### src/rtl/timer_ctrl.sv
// timer_ctrl: CPU-facing control stage for a one-shot counter.
// Generates the counter enable tick from a programmable prescaler, sequences
// re-arm/start pulses, and turns counter expiry into a sticky, acknowledgeable
// interrupt flag with a saturating expiry tally and optional auto-reload.
// Optional build macro TIMER_CTRL_OVERRUN_EN adds the STAT.OVR overrun flag.
module timer_ctrl #(
  parameter int unsigned PRE_W = 8,
  parameter int unsigned CNT_W = 8
) (
  input  logic       i_clk,
  input  logic       i_rst,
  input  logic       i_wr,
  input  logic [1:0] i_addr,
  input  logic [7:0] i_wdata,
  output logic [7:0] o_rdata,
  input  logic       i_line,
  output logic       o_cnt_rst,
  output logic       o_cnt_en,
  output logic       o_cnt_start,
  output logic       o_irq,
  output logic       o_busy
);

  localparam logic [1:0] ADDR_CTRL  = 2'd0;
  localparam logic [1:0] ADDR_PRE   = 2'd1;
  localparam logic [1:0] ADDR_STAT  = 2'd2;
  localparam logic [1:0] ADDR_TALLY = 2'd3;
  localparam logic [CNT_W-1:0] TALLY_MAX = '1;

  typedef enum logic [1:0] {
    S_IDLE  = 2'd0,
    S_ARM   = 2'd1,
    S_START = 2'd2,
    S_RUN   = 2'd3
  } state_t;

  state_t state_q, state_d;

  logic             go_q;
  logic             auto_q;
  logic             ien_q;
  logic             flag_q;
  logic             ovr_q;
  logic [PRE_W-1:0] pre_q;
  logic [PRE_W-1:0] presc_q;
  logic [CNT_W-1:0] tally_q;

  logic wr_ctrl_c;
  logic wr_pre_c;
  logic wr_stat_c;
  logic wr_tally_c;
  logic stop_c;
  logic tick_c;
  logic expire_c;
  logic flag_clr_c;
  logic irq_src_c;

  // Register write decode and per-cycle events.
  assign wr_ctrl_c  = i_wr && (i_addr == ADDR_CTRL);
  assign wr_pre_c   = i_wr && (i_addr == ADDR_PRE);
  assign wr_stat_c  = i_wr && (i_addr == ADDR_STAT);
  assign wr_tally_c = i_wr && (i_addr == ADDR_TALLY);
  // A CTRL write clearing GO aborts a running sequence; it masks any expiry that cycle.
  assign stop_c     = wr_ctrl_c && !i_wdata[0] && (state_q == S_RUN);
  assign tick_c     = (state_q == S_RUN) && (presc_q == pre_q);
  assign expire_c   = (state_q == S_RUN) && i_line && !stop_c;
  assign flag_clr_c = wr_stat_c && i_wdata[1];

  // FSM state register.
  always_ff @(posedge i_clk) begin
    if (i_rst) begin
      state_q <= S_IDLE;
    end else begin
      state_q <= state_d;
    end
  end

  // FSM next-state and counter-facing outputs.
  always_comb begin
    state_d     = state_q;
    o_cnt_rst   = i_rst;
    o_cnt_en    = 1'b0;
    o_cnt_start = 1'b0;
    o_busy      = 1'b0;
    case (state_q)
      S_IDLE: begin
        if (wr_ctrl_c && i_wdata[0]) begin
          state_d = S_ARM;
        end
      end
      S_ARM: begin
        o_busy    = 1'b1;
        o_cnt_rst = 1'b1;
        state_d   = S_START;
      end
      S_START: begin
        o_busy      = 1'b1;
        o_cnt_start = 1'b1;
        o_cnt_en    = 1'b1;
        state_d     = S_RUN;
      end
      S_RUN: begin
        o_busy   = 1'b1;
        o_cnt_en = tick_c;
        if (stop_c) begin
          o_cnt_rst = 1'b1;
          state_d   = S_IDLE;
        end else if (expire_c) begin
          state_d = auto_q ? S_ARM : S_IDLE;
        end
      end
      default: begin
        state_d = S_IDLE;
      end
    endcase
  end

  // Control, prescaler divisor, flag and tally registers.
  always_ff @(posedge i_clk) begin
    if (i_rst) begin
      go_q    <= 1'b0;
      auto_q  <= 1'b0;
      ien_q   <= 1'b0;
      flag_q  <= 1'b0;
      pre_q   <= '0;
      tally_q <= '0;
    end else begin
      if (wr_ctrl_c) begin
        auto_q <= i_wdata[1];
        ien_q  <= i_wdata[2];
        if (state_q == S_IDLE) begin
          go_q <= i_wdata[0];
        end
      end
      if (stop_c || (expire_c && !auto_q)) begin
        go_q <= 1'b0;
      end
      if (wr_pre_c) begin
        pre_q <= PRE_W'(i_wdata);
      end
      // Set has priority over a same-cycle acknowledge so no expiry is lost.
      if (expire_c) begin
        flag_q <= 1'b1;
      end else if (flag_clr_c) begin
        flag_q <= 1'b0;
      end
      // A tally write clears it; an expiry in that same cycle still counts.
      if (wr_tally_c) begin
        tally_q <= expire_c ? CNT_W'(1) : '0;
      end else if (expire_c && (tally_q != TALLY_MAX)) begin
        tally_q <= tally_q + CNT_W'(1);
      end
    end
  end

  // Prescaler: cleared on START, counts 0..PRE in RUN against the live divisor.
  always_ff @(posedge i_clk) begin
    if (i_rst) begin
      presc_q <= '0;
    end else if (state_q == S_START) begin
      presc_q <= '0;
    end else if (state_q == S_RUN) begin
      presc_q <= tick_c ? '0 : presc_q + PRE_W'(1);
    end
  end

`ifdef TIMER_CTRL_OVERRUN_EN
  // Overrun: an expiry lands while the previous one is still unacknowledged.
  always_ff @(posedge i_clk) begin
    if (i_rst) begin
      ovr_q <= 1'b0;
    end else if (expire_c && flag_q && !flag_clr_c) begin
      ovr_q <= 1'b1;
    end else if (wr_stat_c && i_wdata[2]) begin
      ovr_q <= 1'b0;
    end
  end
  assign irq_src_c = flag_q | ovr_q;
`else
  assign ovr_q     = 1'b0;
  assign irq_src_c = flag_q;
`endif

  assign o_irq = irq_src_c & ien_q;

  // Combinational register read-back.
  always_comb begin
    o_rdata = '0;
    case (i_addr)
      ADDR_CTRL:  o_rdata = {5'b0, ien_q, auto_q, go_q};
      ADDR_PRE:   o_rdata = 8'(pre_q);
      ADDR_STAT:  o_rdata = {5'b0, ovr_q, flag_q, o_busy};
      ADDR_TALLY: o_rdata = 8'(tally_q);
      default:    o_rdata = '0;
    endcase
  end

endmodule

### config.mk
export PLATFORM = sky130hd
export DESIGN_NAME = timer_ctrl
export DESIGN_NICKNAME = d
export VERILOG_FILES = /design/src/rtl/timer_ctrl.sv
export SDC_FILE = /design/constraint.sdc
export NUM_CORES = 1
export LEC_CHECK = 0
export CELL_PAD_IN_SITES_DETAIL_PLACEMENT = 1
export CELL_PAD_IN_SITES_GLOBAL_PLACEMENT = 2
export CORE_MARGIN = 4
export CORE_UTILIZATION = 30
export CTS_BUF_LIST = sky130_fd_sc_hd__clkbuf_4
export DETAILED_ROUTE_END_ITERATION = 10
export GPL_TIMING_DRIVEN = 0
export PLACE_DENSITY = 0.81
export SYNTH_ARGS = -nofsm -noshare
export SYNTH_HDL_FRONTEND = slang
export SYNTH_SLANG_ARGS = --single-unit
### constraint.sdc
create_clock -name i_clk -period 1.7 [get_ports i_clk]
set_clock_uncertainty 0.1 [all_clocks]
set_input_delay 0.34 -clock i_clk [delete_from_list [all_inputs] [get_ports i_clk]]
set_output_delay 0.34 -clock i_clk [all_outputs]
set_load 0.01 [all_outputs]
=== Word level (Yosys, flattened, before mapping) ===
Cells that the tools add are included.

* Reductions and logical operators: 26
* Multiplexer cells: 17
* Equality and inequality tests: 10
* Add/subtract/negate cells: 2
* Bitwise operators: 1

{| class="wikitable"
|+ Operators with widths
! operator !! number
|-
| one-hot mux 8 bit (4 select lines) || 1
|-
| 2-to-1 mux 8 bit || 3
|-
| adder 8 x 1 -> 8 bit, second input constant || 2
|-
| logical AND 1 bit || 13
|-
| == test 2 bit, second input constant || 4
|-
| == test 8 bit || 1
|-
| != test 8 bit, second input constant || 1
|-
| one-hot mux 2 bit (4 select lines) || 1
|-
| 2-to-1 mux 1 bit || 7
|-
| 2-to-1 mux 2 bit || 3
|-
| == test 2 x 1 -> 1 bit, second input constant || 2
|-
| logical NOT 2 bit || 2
|-
| one-hot mux 1 bit (2 select lines) || 2
|-
| AND reduction 2 bit || 2
|-
| nonzero test 2 bit || 2
|-
| OR reduction 2 bit || 2
|-
| logical NOT 1 bit || 3
|-
| != test 3 bit, second input constant || 1
|-
| OR reduction 3 bit || 1
|-
| != test 2 bit, second input constant || 1
|-
| bitwise AND 1 bit || 1
|-
| logical OR 1 bit || 1
|}

* Output and inout port bits: 13
* Logic and storage cells: 64
* Register bits after elaboration: 30
* Bits of input ports: 14

=== Logic depth before layout (Yosys ltp) ===
* Depth in word-level cells: 9
* Depth in mapped cells: 6
* Mapped depth without buffers: 5

=== Worst setup path after synthesis ===
Ideal clock, no wire load.

* Path kind: input to output
* Start point: in i_addr[0]
* End point: out o_cnt_rst
* Path slack: -125 ps
* Stages on the path: 4
* Required time: 1260 ps
* Arrival time: 1385 ps
* Path buffers: 2
* Cell sequence: buf_2 -> or4b_4 -> buf_6 -> o21ai_0

* Longest elaborated chain between the ends: 6

{| class="wikitable"
|+ RTL lines
! element !! line !! text
|-
| start: declaration || 13 || <nowiki>input logic [1:0] i_addr,</nowiki>
|-
| logical NOT 2 bit || 59 || <nowiki>assign wr_ctrl_c = i_wr && (i_addr == ADDR_CTRL);</nowiki>
|-
| logical AND 1 bit || 59 ||
|-
| logical AND 1 bit (2 in a row) || 64 || <nowiki>assign stop_c = wr_ctrl_c && !i_wdata[0] && (state_q == S_RUN);</nowiki>
|-
| 2-to-1 mux 1 bit || 105 || <nowiki>if (stop_c) begin</nowiki>
|-
| one-hot mux 1 bit (2 select lines) || 85 || <nowiki>case (state_q)</nowiki>
|-
| end: declaration || 17 || <nowiki>output logic o_cnt_rst,</nowiki>
|}

No other way between the ends.

=== Worst setup path in the final report ===
* Start point: reg state_q[0]
* End point: out o_rdata[0]

* Longest elaborated chain between the ends: 4
* Elaborated cells on any way between the ends: 6
* Those cells by class: 3 x eq/ne; 2 x mux; 1 x reduce/logical

{| class="wikitable"
|+ RTL lines
! element !! line !! text
|-
| start: declaration || 37 || <nowiki>state_t state_q, state_d;</nowiki>
|-
| start signal: assignment || 74 || <nowiki>state_q <= state_d;</nowiki>
|-
| == test 2 bit or == test 2 x 1 -> 1 bit (tied branches) || 85 ||
|-
| OR reduction 3 bit (no line) * || n/a ||
|-
| 2-to-1 mux 1 bit * || 85 ||
|-
| one-hot mux 8 bit (4 select lines) * || 189 || <nowiki>case (i_addr)</nowiki>
|-
| end: declaration || 15 || <nowiki>output logic [7:0] o_rdata,</nowiki>
|}

Mark *: on every way between the ends. The rest lies on a longest branch, timed or not.

==> impl_metrics.toml <==
[logic_synthesis]
synth_edf_count = 0
postSynthCellCount = 195
synth_fp_nets = 216
synthesized_flop_and_latch_total = 30
yosys_warnings = 0
avgSynthCellArea_um2 = 8.87
synthesized_area_mm2 = 0.00173
synth_cell_type_count = 40
synth_top_flop_cell = "sky130_fd_sc_hd__dfxtp_1"
synth-seq-area-share_pct = 34.7
synthDominantAreaCellType = "sky130_fd_sc_hd__dfxtp_1"
synth.top_cells.by_area = "sky130_fd_sc_hd__dfxtp_1, sky130_fd_sc_hd__mux2i_1, sky130_fd_sc_hd__xnor2_1, sky130_fd_sc_hd__nor2_1, sky130_fd_sc_hd__ha_1"
async_sr_flop_fraction_pct = 0
post-synth-top-area-fraction_pct = 34.7

[drt]
routedWlPerCell_um = 16.2
drcViolationCount = 0
detail_route.vias_per_cell = 5.02
overall_via_count_from_detail_route = 1581
detailedRoute.firstIterationViolations = 62
drt.antenna.violating_nets = 0
drt_wl_total_um = 5110
detail_route.first_pass.iterations = 4

[sta]
finalHoldWorstSlack_ns = 0.230
timing.final.ws_setup_ns = -0.281
report.final.slew_viol_count = 0
layout_worst_path_cycle_share_pct = 117
timing_hold_violations_final = 0
slew_headroom_pct = 59.2
worst_pin_slew_ns = 0.611
fmaxAchievable_mhz = 505
timing.final.crit_period_ns = 1.98
grt_setup_unrepaired = "yes"
setup-violations-final = 4

[die]
top_ports = 27
floorplan.rows = 27
coreArea_mm2 = 0.00554
chipHeight_um = 83.9
die_width_um = 83.9
initial_core_util_pct = 31.2
die-area_mm2 = 0.00704

[placed_design]
gp_routability_congestion = 0.774
place_hpwl_um = 3460
io_buffers = 23
place_ws_ns = -1.01
dpl_cell_area_mm2 = 0.00206

[pwr]
comb_power_share_pct = 32.9
p_int_mw = 1.18
swShare_pct = 32.7
power.leakage_nw = 0.970
power_mw = 1.76
ir_drop_uv = 365
power-per-cell-area_mw_per_mm2 = 711
clockPowerShare_pct = 23.2
seq_power_share_pct = 43.9
power_switching_mw = 0.575

[clocking]
clock_tree.buffer_depth = 2
clk_latency_ns = 0.34
buffer_cell_driving_the_clock_tree_root = "sky130_fd_sc_hd__clkbuf_4"
tritoncts_buffers = 5
clock_tree_from_tritoncts = "built"
cts-htree-levels = 2
worst_setup_hold_path_clk_slew_ns = 0.10
cts_sinks = 30

[critical_path]
critical_path_endpoint_category = "primary output"
worstPathRequired_ns = 1.26
worstPathMaxFanout = 3
timing.critical_path.arrival_ns = 1.54
timing.setup.critical_path_class = "register to primary output"
timing.critical_path.from_type = "register"

[status]
result_of_the_run = "complete, but fails checks"
failing_checks = "negative setup slack"

[flow_run]
max_cap_violations = 0

[finish]
finalInstanceArea_mm2 = 0.00247
area_growth_syn_to_layout_pct = 42.8
final_layout_size_suffix_gt1_share_pct = 41.2
ant_diodes = 0
layout.nets = 264
post-route-util_pct = 44.6

[global_route]
antenna_found_initial = 0
gr-total-overflow = 0
grt_pass1_wl_um = 8490
first_global_vias = 1701
grt_start_max_net_pins = 11
grt_util_all_layers_pct = 15.2

[min_path]
hold_wc_path_type = "input port to register"
[sequential cells by signal (all words and copies together) (netlist names)]
| name | flops |
|---|---|
| pre_q | 8 |
| presc_q | 8 |
| tally_q | 8 |
| state_q | 2 |
| auto_q | 1 |
| flag_q | 1 |
| go_q | 1 |
| ien_q | 1 |
[worst paths after layout]
kind | start | endpoint | slack (ns) | cells after the start
worst min-delay path | i_wdata[0] | pre_q[0]$_SDFFE_PP0P_ | 0.23 | 3
worst max-delay path | state_q[0]$_SDFFE_PP0P_ | o_rdata[0] | -0.28 | 5
worst max register to register | tally_q[1]$_SDFFE_PP0P_ | tally_q[1]$_SDFFE_PP0P_ | 0.05 | 7
worst min register to register | tally_q[7]$_SDFFE_PP0P_ | tally_q[7]$_SDFFE_PP0P_ | 0.39 | 2
[layout by cell type (no fill, tap or decap), drive strengths merged, types with 2 or more instances in the layout]
master          n
mux2i          20
clkbuf         17
mux4            2
or3             2
dfxtp          30
xor2            3
a21oi           7
nor2b           5
dlygate4sd2     2
and2            2
nor2           25
nand2          18
a211oi          3
clkdlybuf4s50   8
o21ai           4
buf            27
ha              7
inv             8
nand4           7
xnor2          11
o31ai           4
nand3           8
nor3            2
clkinv          2
[synth_stat cells (2+ instances only)]
| cell type | count |
|---|---|
| sky130_fd_sc_hd__xor2_1 | 3 |
| sky130_fd_sc_hd__buf_6 | 2 |
| sky130_fd_sc_hd__o21ai_0 | 4 |
| sky130_fd_sc_hd__clkbuf_1 | 5 |
| sky130_fd_sc_hd__nand2_1 | 18 |
| sky130_fd_sc_hd__dfxtp_1 | 30 |
| sky130_fd_sc_hd__a21oi_1 | 7 |
| sky130_fd_sc_hd__nor2_1 | 25 |
| sky130_fd_sc_hd__xnor2_1 | 11 |
| sky130_fd_sc_hd__nand4_1 | 7 |
| sky130_fd_sc_hd__a211oi_1 | 3 |
| sky130_fd_sc_hd__buf_2 | 2 |
| sky130_fd_sc_hd__nor3_1 | 2 |
| sky130_fd_sc_hd__ha_1 | 7 |
| sky130_fd_sc_hd__or3_1 | 2 |
| sky130_fd_sc_hd__mux4_2 | 2 |
| sky130_fd_sc_hd__nand3_1 | 8 |
| sky130_fd_sc_hd__mux2i_1 | 20 |
| sky130_fd_sc_hd__nor2b_1 | 5 |
| sky130_fd_sc_hd__o31ai_1 | 3 |
| sky130_fd_sc_hd__inv_1 | 9 |
| sky130_fd_sc_hd__and2_1 | 2 |
[logic make-up (layout without fill, tap and decap cells)]
group,count (synthesis),in the layout,share of synthesized area [%]
XOR/XNOR,14,14,7.09
flip-flops,30,30,34.7
buffers and inverters,18,66,4.92
AND/OR/NAND/NOR,75,75,21.5
adder cells (fa/ha/maj),7,7,5.06
AO/OA/AOI/OAI,29,29,12.5
multiplexers,22,22,14.2
[power by group through the flow]
stage | registers [mW] | clock network [mW] | logic (mW)
5_1_grt | 0.775 | 0.467 | 0.628
3_5_place_dp | 0.773 | 0 | 0.403
6_report | 0.770 | 0.408 | 0.577
4_1_cts | 0.758 | 0.433 | 0.484
2_1_floorplan | 0.762 | 0 | 0.251
3_3_place_gp | 0.771 | 0 | 0.398
[layer usage]
layer	routed length (um)	vias to the layer above	share of wire, %	track usage [%]
met1	2350	758	46	18.9
met5	0	-	0	0
met4	150	0	2.9	6.43
met3	192	9	3.8	3.06
met2	2410	37	47	25.5
li1	-	777	-	-
[area by class of cell]
class	count	area, um^2
Sequential cell	30	649
Clock buffer	5	37.5
Fill cell	646	3070
Timing Repair Buffer	43	357
Multi-Input combinational cell	147	1220
Tap cell	72	90.1
Clock inverter	2	10.0
Buffer	7	57.6
Inverter	9	42.5
[per-stage QoR]
step | instances | setup TNS (ns)
after floorplan | 195 | -0.0821
after global placement | 290 | -15.23
after detailed placement | 290 | -15.81
after CTS | 307 | -1.14
after global routing | 315 | -1.12
final | 315 | -0.708
[critical path, stage by stage (launching register included)]
cell	delay [ns]
sky130_fd_sc_hd__dfxtp_4	0.38
sky130_fd_sc_hd__inv_4	0.07
sky130_fd_sc_hd__ha_4	0.13
sky130_fd_sc_hd__inv_2	0.03
sky130_fd_sc_hd__mux4_2	0.45
sky130_fd_sc_hd__buf_6	0.14
[what timing repair did]
action                                  CTS  global route
setup buffers                            11             9
pin swaps                                 8            14
cloned                                    0             0
hold buffers                              0             0
endpoints found under the setup margin   31            30
gates resized for setup                  88            40
Note: power is estimated with default switching activity, not from simulation.
